$ cat src/rtl/lcg_stim_pkg.sv
// Shared types and arithmetic for the LCG stimulus generator.
//   mode_e     : vector fill policy captured at run start
//   state_e    : controller states
//   lcg_next   : one 32-bit LCG step, state*mult + inc mod 2^32
//   decode_mode: maps the raw 2-bit mode input onto mode_e (3 -> RANDOM)
package lcg_stim_pkg;

  localparam logic [31:0] LCG_MULT_DEF = 32'h41C64E6D;
  localparam logic [31:0] LCG_INC_DEF  = 32'h3039;

  typedef enum logic [1:0] {
    RANDOM = 2'd0,
    COUNT  = 2'd1,
    HOLD   = 2'd2
  } mode_e;

  typedef enum logic [1:0] {
    IDLE    = 2'd0,
    FILL    = 2'd1,
    PRESENT = 2'd2,
    FINISH  = 2'd3
  } state_e;

  // The 32-bit result width gives the mod 2^32 wrap for free.
  function automatic logic [31:0] lcg_next(input logic [31:0] s,
                                           input logic [31:0] mult = LCG_MULT_DEF,
                                           input logic [31:0] inc  = LCG_INC_DEF);
    return s * mult + inc;
  endfunction

  function automatic mode_e decode_mode(input logic [1:0] m);
    case (m)
      2'd1:    return COUNT;
      2'd2:    return HOLD;
      default: return RANDOM;
    endcase
  endfunction

endpackage

$ cat src/rtl/lcg32_step.sv
// Combinational single step of the 32-bit linear congruential generator.
//   state_i : current LCG state
//   state_o : state_i * LCG_MULT + LCG_INC (mod 2^32)
module lcg32_step
  import lcg_stim_pkg::*;
#(
  parameter logic [31:0] LCG_MULT = LCG_MULT_DEF,
  parameter logic [31:0] LCG_INC  = LCG_INC_DEF
) (
  input  logic [31:0] state_i,
  output logic [31:0] state_o
);

  assign state_o = lcg_next(state_i, LCG_MULT, LCG_INC);

endmodule

$ cat src/rtl/lcg_stim_gen.sv
// Seeded LCG stimulus generator with a valid/ready output and a vector count.
// Each vector is assembled one 32-bit word per cycle (FILL), then held on the
// output until the consumer takes it (PRESENT). done pulses after the last
// handshake; abort returns to IDLE without done and leaves vec untouched.
//   clk, rst           : clock, synchronous active-high reset
//   start/seed/mode/num_vec : run request and its settings, captured in IDLE
//   abort              : ends any active run
//   vec/vec_valid/vec_ready/vec_idx : stimulus vector handshake and its index
//   busy               : high whenever not IDLE
//   done               : one-cycle end-of-run pulse
module lcg_stim_gen
  import lcg_stim_pkg::*;
#(
  parameter int unsigned OUT_W    = 138,
  parameter logic [31:0] LCG_MULT = LCG_MULT_DEF,
  parameter logic [31:0] LCG_INC  = LCG_INC_DEF,
  parameter int unsigned CNT_W    = 32
) (
  input  logic             clk,
  input  logic             rst,
  input  logic             start,
  input  logic [31:0]      seed,
  input  logic [1:0]       mode,
  input  logic [CNT_W-1:0] num_vec,
  input  logic             abort,
  output logic [OUT_W-1:0] vec,
  output logic             vec_valid,
  input  logic             vec_ready,
  output logic [CNT_W-1:0] vec_idx,
  output logic             busy,
  output logic             done
);

  localparam int unsigned NWORDS = (OUT_W + 31) / 32;
  localparam int unsigned WCNT_W = (NWORDS > 1) ? $clog2(NWORDS) : 1;
  localparam logic [WCNT_W-1:0] LAST_WORD = WCNT_W'(NWORDS - 1);

  state_e             state_q,   state_d;
  mode_e              mode_q,    mode_d;
  logic [CNT_W-1:0]   num_vec_q, num_vec_d;
  logic [31:0]        lcg_q,     lcg_d;
  logic [OUT_W-1:0]   vec_q,     vec_d;
  logic [CNT_W-1:0]   vec_idx_q, vec_idx_d;
  logic [WCNT_W-1:0]  word_q,    word_d;
  logic [31:0]        lcg_nxt;

  lcg32_step #(
    .LCG_MULT (LCG_MULT),
    .LCG_INC  (LCG_INC)
  ) u_step (
    .state_i (lcg_q),
    .state_o (lcg_nxt)
  );

  // Writes word k into its 32-bit lane; bits above OUT_W are simply dropped,
  // which truncates the last word.
  function automatic logic [OUT_W-1:0] put_word(input logic [OUT_W-1:0] v,
                                                input logic [WCNT_W-1:0] k,
                                                input logic [31:0]       w);
    logic [OUT_W-1:0] r;
    r = v;
    for (int b = 0; b < OUT_W; b++) begin
      if ((b / 32) == int'(k)) r[b] = w[b % 32];
    end
    return r;
  endfunction

  always_comb begin
    state_d   = state_q;
    mode_d    = mode_q;
    num_vec_d = num_vec_q;
    lcg_d     = lcg_q;
    vec_d     = vec_q;
    vec_idx_d = vec_idx_q;
    word_d    = word_q;

    // Abort pre-empts every other update so vec keeps its value.
    if (abort && (state_q != IDLE)) begin
      state_d = IDLE;
    end else begin
      case (state_q)
        IDLE: begin
          if (start) begin
            mode_d    = decode_mode(mode);
            num_vec_d = num_vec;
            lcg_d     = seed;
            vec_idx_d = '0;
            word_d    = '0;
            state_d   = (num_vec == '0) ? FINISH : FILL;
          end
        end
        FILL: begin
          case (mode_q)
            RANDOM: begin
              lcg_d = lcg_nxt;
              vec_d = put_word(vec_q, word_q, lcg_nxt);
            end
            COUNT:   vec_d = OUT_W'(vec_idx_q);
            default: ;
          endcase
          if (word_q == LAST_WORD) state_d = PRESENT;
          else                     word_d  = word_q + 1'b1;
        end
        PRESENT: begin
          if (vec_ready) begin
            if (vec_idx_q == (num_vec_q - CNT_W'(1))) begin
              state_d = FINISH;
            end else begin
              vec_idx_d = vec_idx_q + CNT_W'(1);
              word_d    = '0;
              state_d   = FILL;
            end
          end
        end
        FINISH:  state_d = IDLE;
        default: state_d = IDLE;
      endcase
    end
  end

  always_ff @(posedge clk) begin
    if (rst) begin
      state_q   <= IDLE;
      mode_q    <= RANDOM;
      num_vec_q <= '0;
      lcg_q     <= '0;
      vec_q     <= '0;
      vec_idx_q <= '0;
      word_q    <= '0;
    end else begin
      state_q   <= state_d;
      mode_q    <= mode_d;
      num_vec_q <= num_vec_d;
      lcg_q     <= lcg_d;
      vec_q     <= vec_d;
      vec_idx_q <= vec_idx_d;
      word_q    <= word_d;
    end
  end

  assign vec       = vec_q;
  assign vec_idx   = vec_idx_q;
  assign vec_valid = (state_q == PRESENT);
  assign busy      = (state_q != IDLE);
  assign done      = (state_q == FINISH);

endmodule
$ cat config.mk
export PLATFORM = sky130hd
export DESIGN_NAME = lcg_stim_gen
export DESIGN_NICKNAME = d
export VERILOG_FILES = /design/src/rtl/lcg_stim_pkg.sv /design/src/rtl/lcg32_step.sv /design/src/rtl/lcg_stim_gen.sv
export SDC_FILE = /design/constraint.sdc
export NUM_CORES = 1
export LEC_CHECK = 0
export ABC_AREA = 1
export CAP_MARGIN = 30
export CORE_ASPECT_RATIO = 0.7
export CORE_UTILIZATION = 25
export CTS_CLUSTER_SIZE = 10
export DETAILED_ROUTE_END_ITERATION = 8
export SLEW_MARGIN = 20
export SYNTH_ARGS = -nofsm -noshare
export SYNTH_HDL_FRONTEND = slang
export SYNTH_SLANG_ARGS = --single-unit
$ cat constraint.sdc
create_clock -name clk -period 12.14 [get_ports clk]
set_input_delay 2.428 -clock clk [delete_from_list [all_inputs] [get_ports clk]]
set_output_delay 2.428 -clock clk [all_outputs]
set_load 0.01 [all_outputs]
-- Word level (Yosys, flattened, before mapping)
Index checks and enable logic that the tools add are counted.
- word-level logic and storage cells: 219
- output and inout bits: 173
- flip-flop bits (word level): 241
- input port bits: 71
- bitwise operators: 1
- multiply operators: 1
- equality and inequality tests: 23
- reductions and logical operators: 21
- add/sub/neg operators: 4
- multiplexer cells: 158
- operator list (kind ; number):
    one-hot mux 138 bit (2 select lines) ; 1
    2-to-1 mux 32 bit ; 5
    2-to-1 mux 1 bit ; 138
    one-hot mux 32 bit (2 select lines) ; 2
    adder 32 x 1 -> 32 bit, second input constant ; 1
    adder 32 x 14 -> 32 bit, second input constant ; 1
    == test 32 bit ; 1
    zero test 32 bit ; 1
    multiplier 32 x 31 -> 32 bit, second input constant ; 1
    subtractor 32 x 1 -> 32 bit, second input constant ; 1
    AND reduction 4 bit ; 6
    != test 2 bit, second input constant ; 9
    2-to-1 mux 3 bit ; 4
    2-to-1 mux 2 bit ; 5
    == test 3 bit, first input constant ; 3
    one-hot mux 3 bit (3 select lines) ; 1
    one-hot mux 2 bit (4 select lines) ; 1
    nonzero test 2 bit ; 4
    == test 2 x 1 -> 1 bit, second input constant ; 3
    == test 2 bit, second input constant ; 3
    AND reduction 3 bit ; 2
    AND reduction 6 bit ; 1
    AND reduction 5 bit ; 1
    zero test 2 bit ; 2
    10 further kinds ; 11

-- Logic depth before layout (Yosys ltp)
- depth after elaboration: 5
- depth in mapped cells: 30
- gate-level depth less buffers: 30

-- By module
From an unflattened synthesis, not the netlist that was laid out.
- cells, all modules: 2819
- area total of the unflattened synthesis: 21326.7 µm²
- modules (own cells, without submodules) (module ; cells an instance ; times used ; seq. area each (µm²) ; area an instance (µm²)):
    lcg_stim_gen ; 1656 ; 1 ; 4824.6 ; 11659.9
    lcg32_step ; 1163 ; 1 ; 0.0 ; 9666.8

-- Worst setup path before layout
Ideal clock, no wire load.
- path type: register to register
- start point: reg lcg_q[5]
- end point: reg lcg_q[25]
- buffers on the path: 0
- path slack: 6138 ps
- required time: 12008 ps
- cell stages (with the launch flop): 29
- arrival time: 5870 ps
- setup time: 132 ps
- period minus slack after synthesis: 6002 ps
- cell sequence: dfxtp_1 -> ha_1 -> xor2_1 -> ha_1 -> a21oi_1 -> fa_1 -> fa_1 -> inv_1 -> fa_1 -> inv_1 -> fa_1 -> inv_1 -> fa_1 -> inv_1 -> fa_1 -> inv_1 -> ha_1 -> a21oi_1 -> o21a_1 -> inv_1 -> nor2_1 -> nand3_1 -> nand2_1 -> o211ai_1 -> or2_2 -> nand2_1 -> nand2_1 -> nand2_1 -> a21oi_1
- longest elaborated chain between the ends: 4
- RTL lines (what ; RTL line ; RTL):
    start, declared ; lcg_stim_gen.sv:41 ; logic [31:0] lcg_q, lcg_d;
    start signal, assigned ; lcg_stim_gen.sv:134 ; lcg_q <= lcg_d;
    multiplier 32 x 31 -> 32 bit ; lcg_stim_pkg.sv:28 ; return s * mult + inc;
    adder 32 x 14 -> 32 bit ; lcg_stim_pkg.sv:28 ;
    2-to-1 mux 32 bit ; lcg_stim_gen.sv:93 ; case (mode_q)
    one-hot mux 32 bit (2 select lines) ; lcg_stim_gen.sv:81 ; case (state_q)
Every way passes these cells. The select of a mux whose other input is x is not followed.
A chain may end at the register's enable or synchronous reset.

-- Worst setup path in the final report
- start point: reg lcg_q[5]
- end point: reg vec_q[120], in the netlist vec[120]
- longest elaborated chain between the ends: 4
- RTL lines (what ; RTL line ; RTL):
    multiplier 32 x 31 -> 32 bit ; lcg_stim_pkg.sv:28 ;
    adder 32 x 14 -> 32 bit ; lcg_stim_pkg.sv:28 ;
    2-to-1 mux 1 bit ; lcg_stim_gen.sv:63 ; if ((b / 32) == int'(k)) r[b] = w[b % 32];
    one-hot mux 138 bit (2 select lines) ; lcg_stim_gen.sv:93 ;
    end signal, assigned ; lcg_stim_gen.sv:135 ; vec_q <= vec_d;
    end, declared ; lcg_stim_gen.sv:42 ; logic [OUT_W-1:0] vec_q, vec_d;
Every way passes these cells. The select of a mux whose other input is x is not followed.

==> impl_metrics.yaml <==
logic_synthesis:
  synth-main-ff-cell: "dfxtp_1"
  synth_edf_count: 0
  synth_cells: 2722
  synthArstFlopShare: 0
  syn_area_um2: 20830
  syn_nets: 3194
  syn_area_per_cell_um2: 7.652
  yosysUniqueCellTypes: 43
  yosysSeqAreaShare: 0.2316
  ys_warn_count: 0
  ys_ff_latch: 241
setup_path:
  r2r_slack_ns: 4.55
  critical_path_class: "flip-flop to flip-flop"
  cp_common_cell: "fa_1"
  worst-path-max-fanout: 9
  cp-startpoint: "lcg_q[5]"
  setup.worst_path.end: "vec[120]"
  r2r_end: "vec[120]"
  rr_startpoint: "lcg_q[5]"
  crit_slowest_cell: "dfxtp_1"
  cp.arrival_ns: 8.08
  critPathRequiredTime_ns: 12.63
  reg2reg_depth: 25
  crit_path_start_kind: "flip-flop"
  worst_setup_path_end_kind: "flip-flop"
  cp_slowest_stage_delay_ns: 0.57
global_routing:
  first_global_vias: 17680
  grt-ovfl-total: 0
  grt_pass1_wl_um: 117100
  gr-usage-all-layers: 0.1824
  grt_max_degree: 99
  antenna_found_initial: 2
sta:
  tightest_slew_ns: 0.9742
  fin_skew_ns: 0.03561
  rsz0062_at_grt: "no"
  tns_ns: 0
  setup_viol: 0
  finalHoldViolCount: 0
  fmax_mhz: 131.8
  finalCriticalPeriod_ns: 7.590
  drv_slew: 0
  slew_headroom: 0.3506
  fin_crit_sh: 0.6252
clocking:
  clkTransAtPathRegs_ns: 0.07
  clock-sinks: 241
  clk_latency_ns: 0.59
  cts_setup_buffers: 0
  clk_path_buf_depth: 3
  ctsHoldBuffers: 0
  root_buffer: "clkbuf_16"
  cts_tree: "done"
  cts-resized-gates: 0
  h-tree-depth: 1
  cts_inserted_buffers: 29
outcome:
  outcome: "complete, no violations"
routing:
  wl_per_cell_um: 19.55
  viasPerCell: 4.690
  vias: 18720
  drcViolationCount: 0
  drt_iter0_markers: 1562
  dr.pass1.iters: 5
  antenna_left: 0
  wirelength_um: 78040
floorplan:
  initial_utilization: 0.2526
  pin_count: 244
  fp.dieH_um: 243.5
  dieArea_um2: 84500
  core_um2: 82470
  die_width_um: 347.0
  row_count: 88
worst_hold_path:
  whs_path_depth: 2
  worst_hold_path_type: "flip-flop to flip-flop"
job:
  cap_violations: 0
placed_design:
  place_hpwl_um: 63520
  io_buffer_count: 243
  gp_congestion: 0.9639
final_layout:
  syn2layout_area_growth_pct: 20.83
  drive_gt1_frac: 0.03125
  nets: 3376
  n_fill_cell: 8807
  utilization: 0.3052
  n_antenna_cell: 0
==> worst min-delay path by stage <==
stage                 start           end  slack [ns]
3_3_place_gp       vec[130]      vec[130]        0.47
5_1_grt             vec[68]       vec[68]        0.51
4_1_cts             vec[96]       vec[96]        0.48
3_5_place_dp        vec[96]       vec[96]        0.47
2_1_floorplan  num_vec_q[1]  num_vec_q[1]        0.45
6_report            vec[96]       vec[96]        0.48
==> layout by cell type, fill, tap and decap left out, types with 2 or more instances in the layout <==
cell / count
buf_4: 13
inv_1: 514
or2_2: 8
nor2_2: 12
a221oi_1: 3
nand3_1: 54
clkbuf_16: 29
xnor3_1: 2
nor2_1: 260
o211ai_1: 4
nand4_2: 2
a211oi_1: 6
a31oi_1: 7
inv_2: 5
xnor2_1: 39
clkdlybuf4s50_1: 242
o21a_1: 2
ha_1: 213
nand3b_1: 8
xor2_1: 73
o21bai_1: 5
nor2_4: 4
a21o_1: 6
nor4_1: 13
nor3_1: 28
clkbuf_8: 5
a21oi_1: 260
buf_2: 2
nand4_1: 53
o21ai_0: 206
clkbuf_1: 3
buf_8: 2
dfxtp_1: 241
nand2_2: 2
nand2_1: 383
clkinv_2: 2
fa_1: 188
nand3_4: 2
==> cells by family (layout without fill, tap and decap cells) <==
group,count (synthesis),after routing,synth area share
buffers and inverters,629,819,0.1151
DFF,241,241,0.2316
xor gates and xnor gates,114,114,0.04925
and+or+nand+nor,835,835,0.1708
adders and majority gates,401,401,0.3086
AOI/OAI and AO/OA,502,502,0.1246
==> cell type report <==
| class | count | area, µm² | share of cell area |
|---|---|---|---|
| clock inverter | 2 | 10.01 | 0.0003977 |
| multi-input combinational | 1852 | 13640 | 0.5420 |
| inverter | 520 | 1954 | 0.07765 |
| clock buffer | 37 | 805.8 | 0.03202 |
| tap | 1080 | 1351 | 0.05369 |
| timing repair buffer | 260 | 2580 | 0.1025 |
| sequential | 241 | 4825 | 0.1917 |
==> worst max-delay path: cells and delay by family, from the launching register on <==
family,cells,cell delay [ns]
simple gates,6,1.62
buf+inv,5,0.24
compound gates,3,0.47
fa+ha+maj,9,3.93
flops,1,0.57
xor+xnor,2,0.66
==> state kept, by name, summed over array words and instances, names as in the netlist <==
register and count:
vec 138, lcg_q 32, num_vec_q 32, vec_idx 32, word_q 3, mode_q 2
state_q 2
==> cell usage after synthesis, drive strengths merged (28+ instances only) <==
library cell	count	area, µm²
a21oi	260	1301
clkbuf	88	330.3
dfxtp	241	4825
fa	188	3764
ha	213	2665
inv	519	1948
nand2	385	1450
nand3	56	305.3
nand4	55	356.6
nor2	277	1081
nor3	28	140.1
o21ai	207	1036
xnor2	39	341.6
xor2	73	639.4
==> stage by stage <==
stage / worst slack, ns / instance area (µm²) / std cells / hold slack, ns
floorplan: 6.138 / 20830 / 2722 / 0.4479
global placement: 4.647 / 24300 / 3949 / 0.4681
global route: 4.218 / 25170 / 3992 / 0.5061
CTS: 4.686 / 25130 / 3989 / 0.4763
detailed placement: 4.767 / 24320 / 3950 / 0.4653
finish: 4.550 / 25170 / 3992 / 0.4770
==> metal layers <==
layer / global-route usage / share of wire
met5: 0 / 0
met1: 0.3029 / 0.54
met2: 0.2251 / 0.36
met3: 0.05314 / 0.094
met4: 0.01874 / 0.010
Power is left out: the tool's default activity adds up to more than one toggle a clock period on the data nets, which glitch-free logic cannot reach.
